<file path="src/rtl/range_frame_packer_if.sv">
// rtl/range_frame_packer_if.sv - sample-in / burst-out bus of the range frame packer
interface range_frame_packer_if #(
  parameter int WIDTH = 10
);
  logic [WIDTH-1:0] in_data;
  logic             in_valid;
  logic             in_last;
  logic             in_ready;
  logic [WIDTH-1:0] out_data;
  logic             out_go;
  logic             out_finish;
  logic             frame_drop;

  modport master (
    output in_data, in_valid, in_last,
    input  in_ready, out_data, out_go, out_finish, frame_drop
  );

  modport slave (
    input  in_data, in_valid, in_last,
    output in_ready, out_data, out_go, out_finish, frame_drop
  );
endinterface

</file>
<file path="src/rtl/range_frame_packer.sv">
// rtl/range_frame_packer.sv - buffers a frame and replays it as a gapless go..finish burst
// Option macro: RANGE_PACKER_SINGLE_DUP_EN (1-sample frames replay twice instead of dropping).
module range_frame_packer #(
  parameter int WIDTH = 10,
  parameter int DEPTH = 16
) (
  input logic clock,
  input logic reset,
  range_frame_packer_if.slave bus
);
  localparam int AW = $clog2(DEPTH);
  localparam logic [AW-1:0] LAST_SLOT = AW'(DEPTH - 1);

`ifdef RANGE_PACKER_SINGLE_DUP_EN
  localparam bit SINGLE_DUP = 1'b1;
`else
  localparam bit SINGLE_DUP = 1'b0;
`endif

  typedef enum logic [1:0] {FILL, DISCARD, DRAIN} state_t;

  state_t           state;
  state_t           state_next;
  logic [WIDTH-1:0] buffer [DEPTH];
  logic [AW-1:0]    wr_cnt;
  logic [AW-1:0]    rd_ptr;
  logic [AW-1:0]    last_idx;
  logic             dup;
  logic             accept;
  logic [AW-1:0]    rd_idx;

  assign bus.in_ready = (state != DRAIN);
  assign accept       = bus.in_valid && bus.in_ready;
  // A duplicated single sample re-reads slot 0 instead of advancing.
  assign rd_idx       = dup ? '0 : rd_ptr;

  always_ff @(posedge clock) begin
    if (reset) state <= FILL;
    else       state <= state_next;
  end

  always_comb begin
    state_next = state;
    case (state)
      FILL: begin
        if (accept && bus.in_last) begin
          if (wr_cnt != '0 || SINGLE_DUP) state_next = DRAIN;
        end else if (accept && wr_cnt == LAST_SLOT) begin
          state_next = DISCARD;
        end
      end
      DISCARD: begin
        if (accept && bus.in_last) state_next = FILL;
      end
      DRAIN: begin
        if (bus.out_finish) state_next = FILL;
      end
      default: state_next = FILL;
    endcase
  end

  always_ff @(posedge clock) begin
    if (state == FILL && accept) buffer[wr_cnt] <= bus.in_data;
  end

  always_ff @(posedge clock) begin
    if (reset) begin
      wr_cnt         <= '0;
      rd_ptr         <= '0;
      last_idx       <= '0;
      dup            <= 1'b0;
      bus.out_data   <= '0;
      bus.out_go     <= 1'b0;
      bus.out_finish <= 1'b0;
      bus.frame_drop <= 1'b0;
    end else begin
      bus.frame_drop <= 1'b0;
      case (state)
        FILL: begin
          if (accept) begin
            if (bus.in_last) begin
              wr_cnt <= '0;
              if (wr_cnt == '0 && !SINGLE_DUP) begin
                bus.frame_drop <= 1'b1;
              end else begin
                // Slot 0 is being written this edge for a 1-sample frame, so forward it.
                bus.out_data   <= (wr_cnt == '0) ? bus.in_data : buffer[0];
                bus.out_go     <= 1'b1;
                bus.out_finish <= 1'b0;
                rd_ptr         <= AW'(1);
                dup            <= (wr_cnt == '0);
                last_idx       <= (wr_cnt == '0) ? AW'(1) : wr_cnt;
              end
            end else if (wr_cnt == LAST_SLOT) begin
              wr_cnt <= '0;
            end else begin
              wr_cnt <= wr_cnt + 1'b1;
            end
          end
        end
        DISCARD: begin
          if (accept && bus.in_last) bus.frame_drop <= 1'b1;
        end
        DRAIN: begin
          if (bus.out_finish) begin
            bus.out_data   <= '0;
            bus.out_go     <= 1'b0;
            bus.out_finish <= 1'b0;
            dup            <= 1'b0;
            wr_cnt         <= '0;
          end else begin
            bus.out_data   <= buffer[rd_idx];
            bus.out_go     <= 1'b0;
            bus.out_finish <= (rd_ptr == last_idx);
            rd_ptr         <= rd_ptr + 1'b1;
          end
        end
        default: begin
          bus.out_data   <= '0;
          bus.out_go     <= 1'b0;
          bus.out_finish <= 1'b0;
        end
      endcase
    end
  end
endmodule

</file>
<file path="src/flat_wrapper.sv">
// flat-port wrapper written by rule: the top's interface ports become plain ports
module range_frame_packer_flat 
#(
  parameter int WIDTH = 10,
  parameter int DEPTH = 16
)
  (clock, reset, bus_in_data, bus_in_valid, bus_in_last, bus_in_ready, bus_out_data, bus_out_go, bus_out_finish, bus_frame_drop);
  range_frame_packer_if #(.WIDTH(WIDTH)) bus_i ();
  input logic clock;
  input logic reset;
  input wire logic [$bits(bus_i.in_data)-1:0] bus_in_data;
  input wire logic [$bits(bus_i.in_valid)-1:0] bus_in_valid;
  input wire logic [$bits(bus_i.in_last)-1:0] bus_in_last;
  output wire logic [$bits(bus_i.in_ready)-1:0] bus_in_ready;
  output wire logic [$bits(bus_i.out_data)-1:0] bus_out_data;
  output wire logic [$bits(bus_i.out_go)-1:0] bus_out_go;
  output wire logic [$bits(bus_i.out_finish)-1:0] bus_out_finish;
  output wire logic [$bits(bus_i.frame_drop)-1:0] bus_frame_drop;
  assign bus_i.in_data = bus_in_data;
  assign bus_i.in_valid = bus_in_valid;
  assign bus_i.in_last = bus_in_last;
  assign bus_in_ready = bus_i.in_ready;
  assign bus_out_data = bus_i.out_data;
  assign bus_out_go = bus_i.out_go;
  assign bus_out_finish = bus_i.out_finish;
  assign bus_frame_drop = bus_i.frame_drop;
  range_frame_packer #(.WIDTH(WIDTH), .DEPTH(DEPTH)) u_core (.clock(clock), .reset(reset), .bus(bus_i));
endmodule
</file>
<file path="config.mk">
export PLATFORM = sky130hd
export DESIGN_NAME = range_frame_packer_flat
export DESIGN_NICKNAME = d
export VERILOG_FILES = /design/src/rtl/range_frame_packer_if.sv /design/src/rtl/range_frame_packer.sv /design/src/flat_wrapper.sv
export SDC_FILE = /design/constraint.sdc
export NUM_CORES = 1
export LEC_CHECK = 0
export CAP_MARGIN = 0
export CELL_PAD_IN_SITES_DETAIL_PLACEMENT = 0
export CELL_PAD_IN_SITES_GLOBAL_PLACEMENT = 1
export CORE_MARGIN = 2
export CORE_UTILIZATION = 56
export DETAILED_ROUTE_END_ITERATION = 6
export PLACE_DENSITY_LB_ADDON = 0.05
export SYNTH_ARGS = -nofsm -noshare
export SYNTH_HDL_FRONTEND = slang
export SYNTH_SLANG_ARGS = --single-unit
</file>
<file path="constraint.sdc">
create_clock -name clock -period 5.1 [get_ports clock]
set_clock_uncertainty 0.2 [all_clocks]
set_input_delay 1.02 -clock clock [delete_from_list [all_inputs] [get_ports clock]]
set_output_delay 1.02 -clock clock [all_outputs]
set_load 0.05 [all_outputs]
</file>
==> results of run 1 <==
==> layout make-up <==
type | count | area [um2]
Fill cell | 932 | 4700
Timing Repair Buffer | 33 | 315
Multi-Input combinational cell | 237 | 2110
Inverter | 9 | 33.8
Sequential cell | 187 | 5350
Tap cell | 176 | 220
Clock buffer | 19 | 433
Clock inverter | 13 | 136
==> report_power, final <==
part | switching [mW] | internal (mW) | total (mW) | leakage (nW)
Sequential | 0.0161 | 1.67 | 1.69 | 1.66
Clock | 0.576 | 0.687 | 1.26 | 0.273
Combinational | 0.0690 | 0.0440 | 0.113 | 0.723
==> flip-flops by register name, indices dropped and copies added, names as in the netlist <==
name,count
u_core.buffer,160
u_core.bus.frame_drop,1
u_core.bus.out_data,10
u_core.bus.out_finish,1
u_core.bus.out_go,1
u_core.last_idx,4
u_core.rd_ptr,4
u_core.state,2
u_core.wr_cnt,4
==> Yosys cell counts (7+ instances only) <==
cell	instances	area share [%]
edfxtp_1	160	63
mux2i_1	46	6.0
a22oi_1	27	2.7
dfxtp_1	27	7.1
nor2_1	18	0.88
a21oi_1	14	0.92
mux4_1	13	4.5
a211oi_1	12	1.2
nand2_1	12	0.59
nor3_1	11	0.72
clkbuf_1	10	0.49
mux2_2	10	1.5
inv_1	9	0.44
mux4_2	7	2.1
==> through the flow <==
stage	std cells	hold WS, ps	util (%)	power (mW)
2_1_floorplan	458	248	-	1.78
3_3_place_gp	642	257	60.4	1.83
3_5_place_dp	642	258	60.4	1.83
4_1_cts	674	267	64.7	3.08
5_1_grt	674	311	64.7	3.15
6_report	674	266	64.7	3.06
==> worst register-to-register path: stages, from the launching register on <==
cell     delay, ps
dfxtp_1        520
nor2_1         620
nand3_1        300
nor3_1         730
buf_4          270
==> cells in the final DEF, fill, tap and decap left out, types with 2 or more instances in the layout <==
| master | instances |
|---|---|
| clkbuf_16 | 17 |
| a31oi_1 | 6 |
| mux2_2 | 10 |
| nor2b_1 | 3 |
| a22oi_1 | 27 |
| xor2_1 | 6 |
| nor3_2 | 2 |
| inv_8 | 2 |
| a32oi_1 | 5 |
| dfxtp_1 | 26 |
| nand2_1 | 12 |
| o21ai_1 | 5 |
| mux2i_1 | 46 |
| a21oi_1 | 14 |
| nand2b_1 | 3 |
| edfxtp_1 | 160 |
| or3b_2 | 2 |
| nor2_1 | 18 |
| ha_1 | 5 |
| clkinvlp_4 | 2 |
| nor3_1 | 11 |
| mux4_1 | 13 |
| or2_2 | 2 |
| nand3_1 | 6 |
| clkbuf_1 | 2 |
| a211oi_1 | 12 |
| clkdlybuf4s50_1 | 27 |
| nor3b_1 | 2 |
| inv_6 | 4 |
| inv_1 | 9 |
| buf_4 | 6 |
| nor4_1 | 3 |
| o21ai_0 | 2 |
| and3b_1 | 2 |
| mux4_2 | 7 |
==> per-layer routing <==
layer  vias up  wire, um  share of wire, %
li1       1898         -                 -
met1      2110      7590                45
met2       162      8140                48
met5         -         0                 0
met3        33       913               5.4
met4         0       355               2.1
==> worst paths after layout <==
path | from | to
worst min-delay path | u_core.last_idx[1]$_SDFFE_PP0P_ | u_core.last_idx[1]$_SDFFE_PP0P_
worst min register to register | u_core.last_idx[1]$_SDFFE_PP0P_ | u_core.last_idx[1]$_SDFFE_PP0P_
worst max-delay path | u_core.state[1]$_SDFFE_PP0P_ | bus_in_ready
worst max register to register | u_core.state[1]$_SDFFE_PP0P_ | u_core.buffer[1][8]$_DFFE_PP_
==> logic make-up after synthesis <==
group                      count (synthesis)
AOI/OAI and AO/OA                         77
xor gates and xnor gates                   6
adders and majority gates                  5
buffers and inverters                     34
DFF                                      187
muxes                                     76
and+or+nand+nor                           73
==> impl_metrics.toml, run 1 <==
[status]
status = "finished clean"

[worst_setup_path]
reg2reg_depth = 4
cp_slowest_stage_delay_ps = 750
crit_type = "flop to output port"
critPathLaunchType = "flop"
critPathSlowestCell = "dfxtp_1"
cp_data_arrival_time_ps = 2260
cp_max_fo = 20
cp_num_cells = 3
r2r_slack_ps = 2180
worstPathCellList = "nor2b_1 > inv_1 > clkdlybuf4s50_1"
end_kind = "output port"
crit_buf_inv = 2
cp_top_family = "buffers and inverters"
cp.required_ps = 3880

[floorplan]
die_area_um2 = 14600
initial_utilization_pct = 57.5
core_um2 = 13300
die_w_um = 121
chipHeight_um = 121
ios = 28
rows = 42

[layout]
drive_gt1_share_pct = 12.2
antenna_cells = 0
area_growth_pct = 12.5
postLayoutCellArea_um2 = 8600
nets = 504

[logic_synthesis]
synth-xor-area-share_pct = 0.688
ys_types = 47
yosys_warnings = 0
synth_top_family_by_area = "multiplexers"
avgSynthCellArea_um2 = 16.7
synth_cells = 458
yosysSeqAreaShare_pct = 69.9
synth-edff-count = 160
muxShareOfSynthArea_pct = 14.0
ys_dominant_reg_cell = "edfxtp_1"
synth_compound_area_share_pct = 6.94
ys_ff_latch = 187
yosys.area_share.adder_pct = 0.818
synth.cell_area_um2 = 7640
synth_simple_gate_area_share_pct = 5.11
synthArstFlopShare_pct = 0
syn_nets = 477

[sta]
slew_viol_final = 0
finalSetupViolCount = 0
worst_slack_ps = 1620
period_minus_slack_ps = 3480
finalCritPeriodShare_pct = 68.3
fmax_mhz = 287
tightestPinTransition_ps = 1190
fin_setup_tns_ps = 0
finalHoldViolations = 0
slew_headroom_pct = 19.6
rsz0062_at_grt = "no"

[place]
io_buffers = 27
place_congestion = 0.918
hpwlAfterDp_um = 11100
placedInstanceArea_um2 = 8030
pre_cts_slack_ps = 1680

[detailed_routing]
wl_per_cell_um = 25.2
routed_wl_um = 17000
vias = 4203
initialDrtViolationCount = 457
drc_errors = 0
avgViaCountPerCell = 6.24
drtAntennaViolNets = 0
dr.pass1.iters = 5

[global_route]
gr-usage-all-layers_pct = 25.0
gr-usage-met2_pct = 38.1
gr-max-usage-layer = "met2"
grt_overflow = 0
antenna_found_initial = 0
grt_pass1_vias = 4153
use_met1_pct = 36.2
grt_use_met3_pct = 4.86
grt_max_degree = 55
grt_pass1_wl_um = 25800

[power]
ir_drop_uv = 288
p_leak_nw = 2.66
power.density_nw_per_um2 = 356

[clocking]
post_cts_buffers = 0
root_buffer = "clkbuf_16"
clk_pin_slew_ps = 70
clock_path_buffers = 2
clock-sinks = 187
cts_max_level = 4
cts_tree = "done"
cts_made_buffers = 17
postCtsHoldBufs = 0
clock_latency_ps = 430
post_cts_resize_count = 0

[min_path]
hold_path_class = "flop to flop"
whs_path_depth = 2

[flow_run]
maxCapViolCount = 0
(Power assumes the default switching activity.)
==> run 2: changes to the inputs <==
CORE_UTILIZATION = 47   (was 56)
clock period = 2.8 ns   (was 5.1 ns; I/O delays follow)
==> impl_metrics.toml, run 2 (synthesis gave the netlist of run 1 again) <==
[min_path]
hold_path_class = "flop to flop"

[worst_setup_path]
cp.required_ps = 2040
critPathLaunchType = "flop"
r2r_start = "u_core.wr_cnt[0]$_SDFFE_PP0P_"
end_kind = "output port"
endpoint = "bus_in_ready"
cp_max_fo = 4
reg2reg_depth = 6
cp_data_arrival_time_ps = 1840
crit_type = "flop to output port"
cp-startpoint = "u_core.state[1]$_SDFFE_PP0P_"
r2r_end = "u_core.bus.out_data[3]$_SDFFE_PP0P_"
r2r_slack_ps = 470

[place]
io_buffers = 27
placedInstanceArea_um2 = 8300
place_congestion = 0.816
pre_cts_slack_ps = 245
dp_cells = 709
hpwlAfterDp_um = 10700

[floorplan]
rows = 46
initial_utilization_pct = 48.1
die_w_um = 132
core_um2 = 15900
chipHeight_um = 132
die_area_um2 = 17300
ios = 28

[sta]
worst_slack_ps = 202
finalCritPeriodShare_pct = 92.8
fmax_mhz = 385
tightestPinTransition_ps = 840
period_minus_slack_ps = 2600
slew_headroom_pct = 43.9
slew_viol_final = 0
fin_setup_tns_ps = 0
finalHoldViolations = 0
rsz0062_at_grt = "no"
finalSetupViolCount = 0
whs_ps = 265

[layout]
antenna_cells = 0
reg_top3 = "u_core.buffer x160, u_core.bus.out_data x10"
area_growth_pct = 15.8
drive_gt1_share_pct = 16.0
final_common_cell = "edfxtp_1"
utilization_pct = 55.7
largest_reg_flops = 160
finalNonFillerCells = 741
final_cell_mix = "edfxtp_1, mux2i_1, buf_4, a22oi_1, clkdlybuf4s50_1"
nets = 531
largest_register = "u_core.buffer"
postLayoutCellArea_um2 = 8850

[clocking]
cts_max_level = 4
clk_pin_slew_ps = 60
clock_path_buffers = 2
cts_tree = "done"
clock-sinks = 187
post_cts_buffers = 0
post_cts_resize_count = 0
clock_latency_ps = 420
cts_made_buffers = 17
root_buffer = "clkbuf_16"
postCtsHoldBufs = 0

[global_route]
grt_overflow = 0
grt_max_degree = 43
antenna_found_initial = 0
grt_pass1_wl_um = 25900
gr-usage-all-layers_pct = 20.2
grt_pass1_vias = 4297

[detailed_routing]
dr.pass1.iters = 4
avgViaCountPerCell = 5.57
drtAntennaViolNets = 0
wl_per_cell_um = 22.1
vias = 4129
routed_wl_um = 16400
initialDrtViolationCount = 371
drc_errors = 0

[power]
p_leak_nw = 2.79
ir_drop_uv = 441
power.density_nw_per_um2 = 621
total_power_mw = 5.50

[flow_run]
maxCapViolCount = 0

[status]
status = "finished clean"
## run 2: layer usage
layer | up-vias | GRT usage (%) | routed length [um] | part of all wire, %
li1 | 1940 | - | - | -
met1 | 2074 | 28.9 | 7820 | 48
met2 | 94 | 31.5 | 7680 | 47
met3 | 21 | 3.36 | 590 | 3.6
met4 | 0 | 6.94 | 261 | 1.6
met5 | - | 0 | 0 | 0
## run 2: cell type report
| type | instances | area (um2) |
|---|---|---|
| fill | 1313 | 7030 |
| sequential | 187 | 5350 |
| multi-input combinational | 237 | 2110 |
| timing repair buffer | 60 | 543 |
| clock buffer | 25 | 475 |
| tap | 216 | 270 |
| clock inverter | 7 | 71.3 |
| inverter | 9 | 33.8 |
## run 2: where the power goes
part,total (mW),switching [mW],internal [mW]
Clock,2.23,0.959,1.27
Combinational,0.210,0.125,0.0848
Sequential,3.06,0.0175,3.04
Total,5.50,1.10,4.40
## run 2: how the worst min path moves through the flow
| stage | startpoint | endpoint | slack [ps] | cells after the start |
|---|---|---|---|---|
| floorplan | u_core.last_idx[0]$_SDFFE_PP0P_ | u_core.last_idx[0]$_SDFFE_PP0P_ | 250 | 2 |
| global placement | u_core.last_idx[1]$_SDFFE_PP0P_ | u_core.last_idx[1]$_SDFFE_PP0P_ | 260 | 2 |
| detailed placement | u_core.last_idx[1]$_SDFFE_PP0P_ | u_core.last_idx[1]$_SDFFE_PP0P_ | 260 | 2 |
| CTS | u_core.last_idx[1]$_SDFFE_PP0P_ | u_core.last_idx[1]$_SDFFE_PP0P_ | 270 | 2 |
| global route | u_core.last_idx[1]$_SDFFE_PP0P_ | u_core.last_idx[1]$_SDFFE_PP0P_ | 320 | 2 |
| finish | u_core.last_idx[1]$_SDFFE_PP0P_ | u_core.last_idx[1]$_SDFFE_PP0P_ | 260 | 2 |
## run 2: critical path: stages, from the launching register on
cell	delay [ps]
dfxtp_1	410
nor2b_1	250
inv_1	60
clkdlybuf4s50_1	700
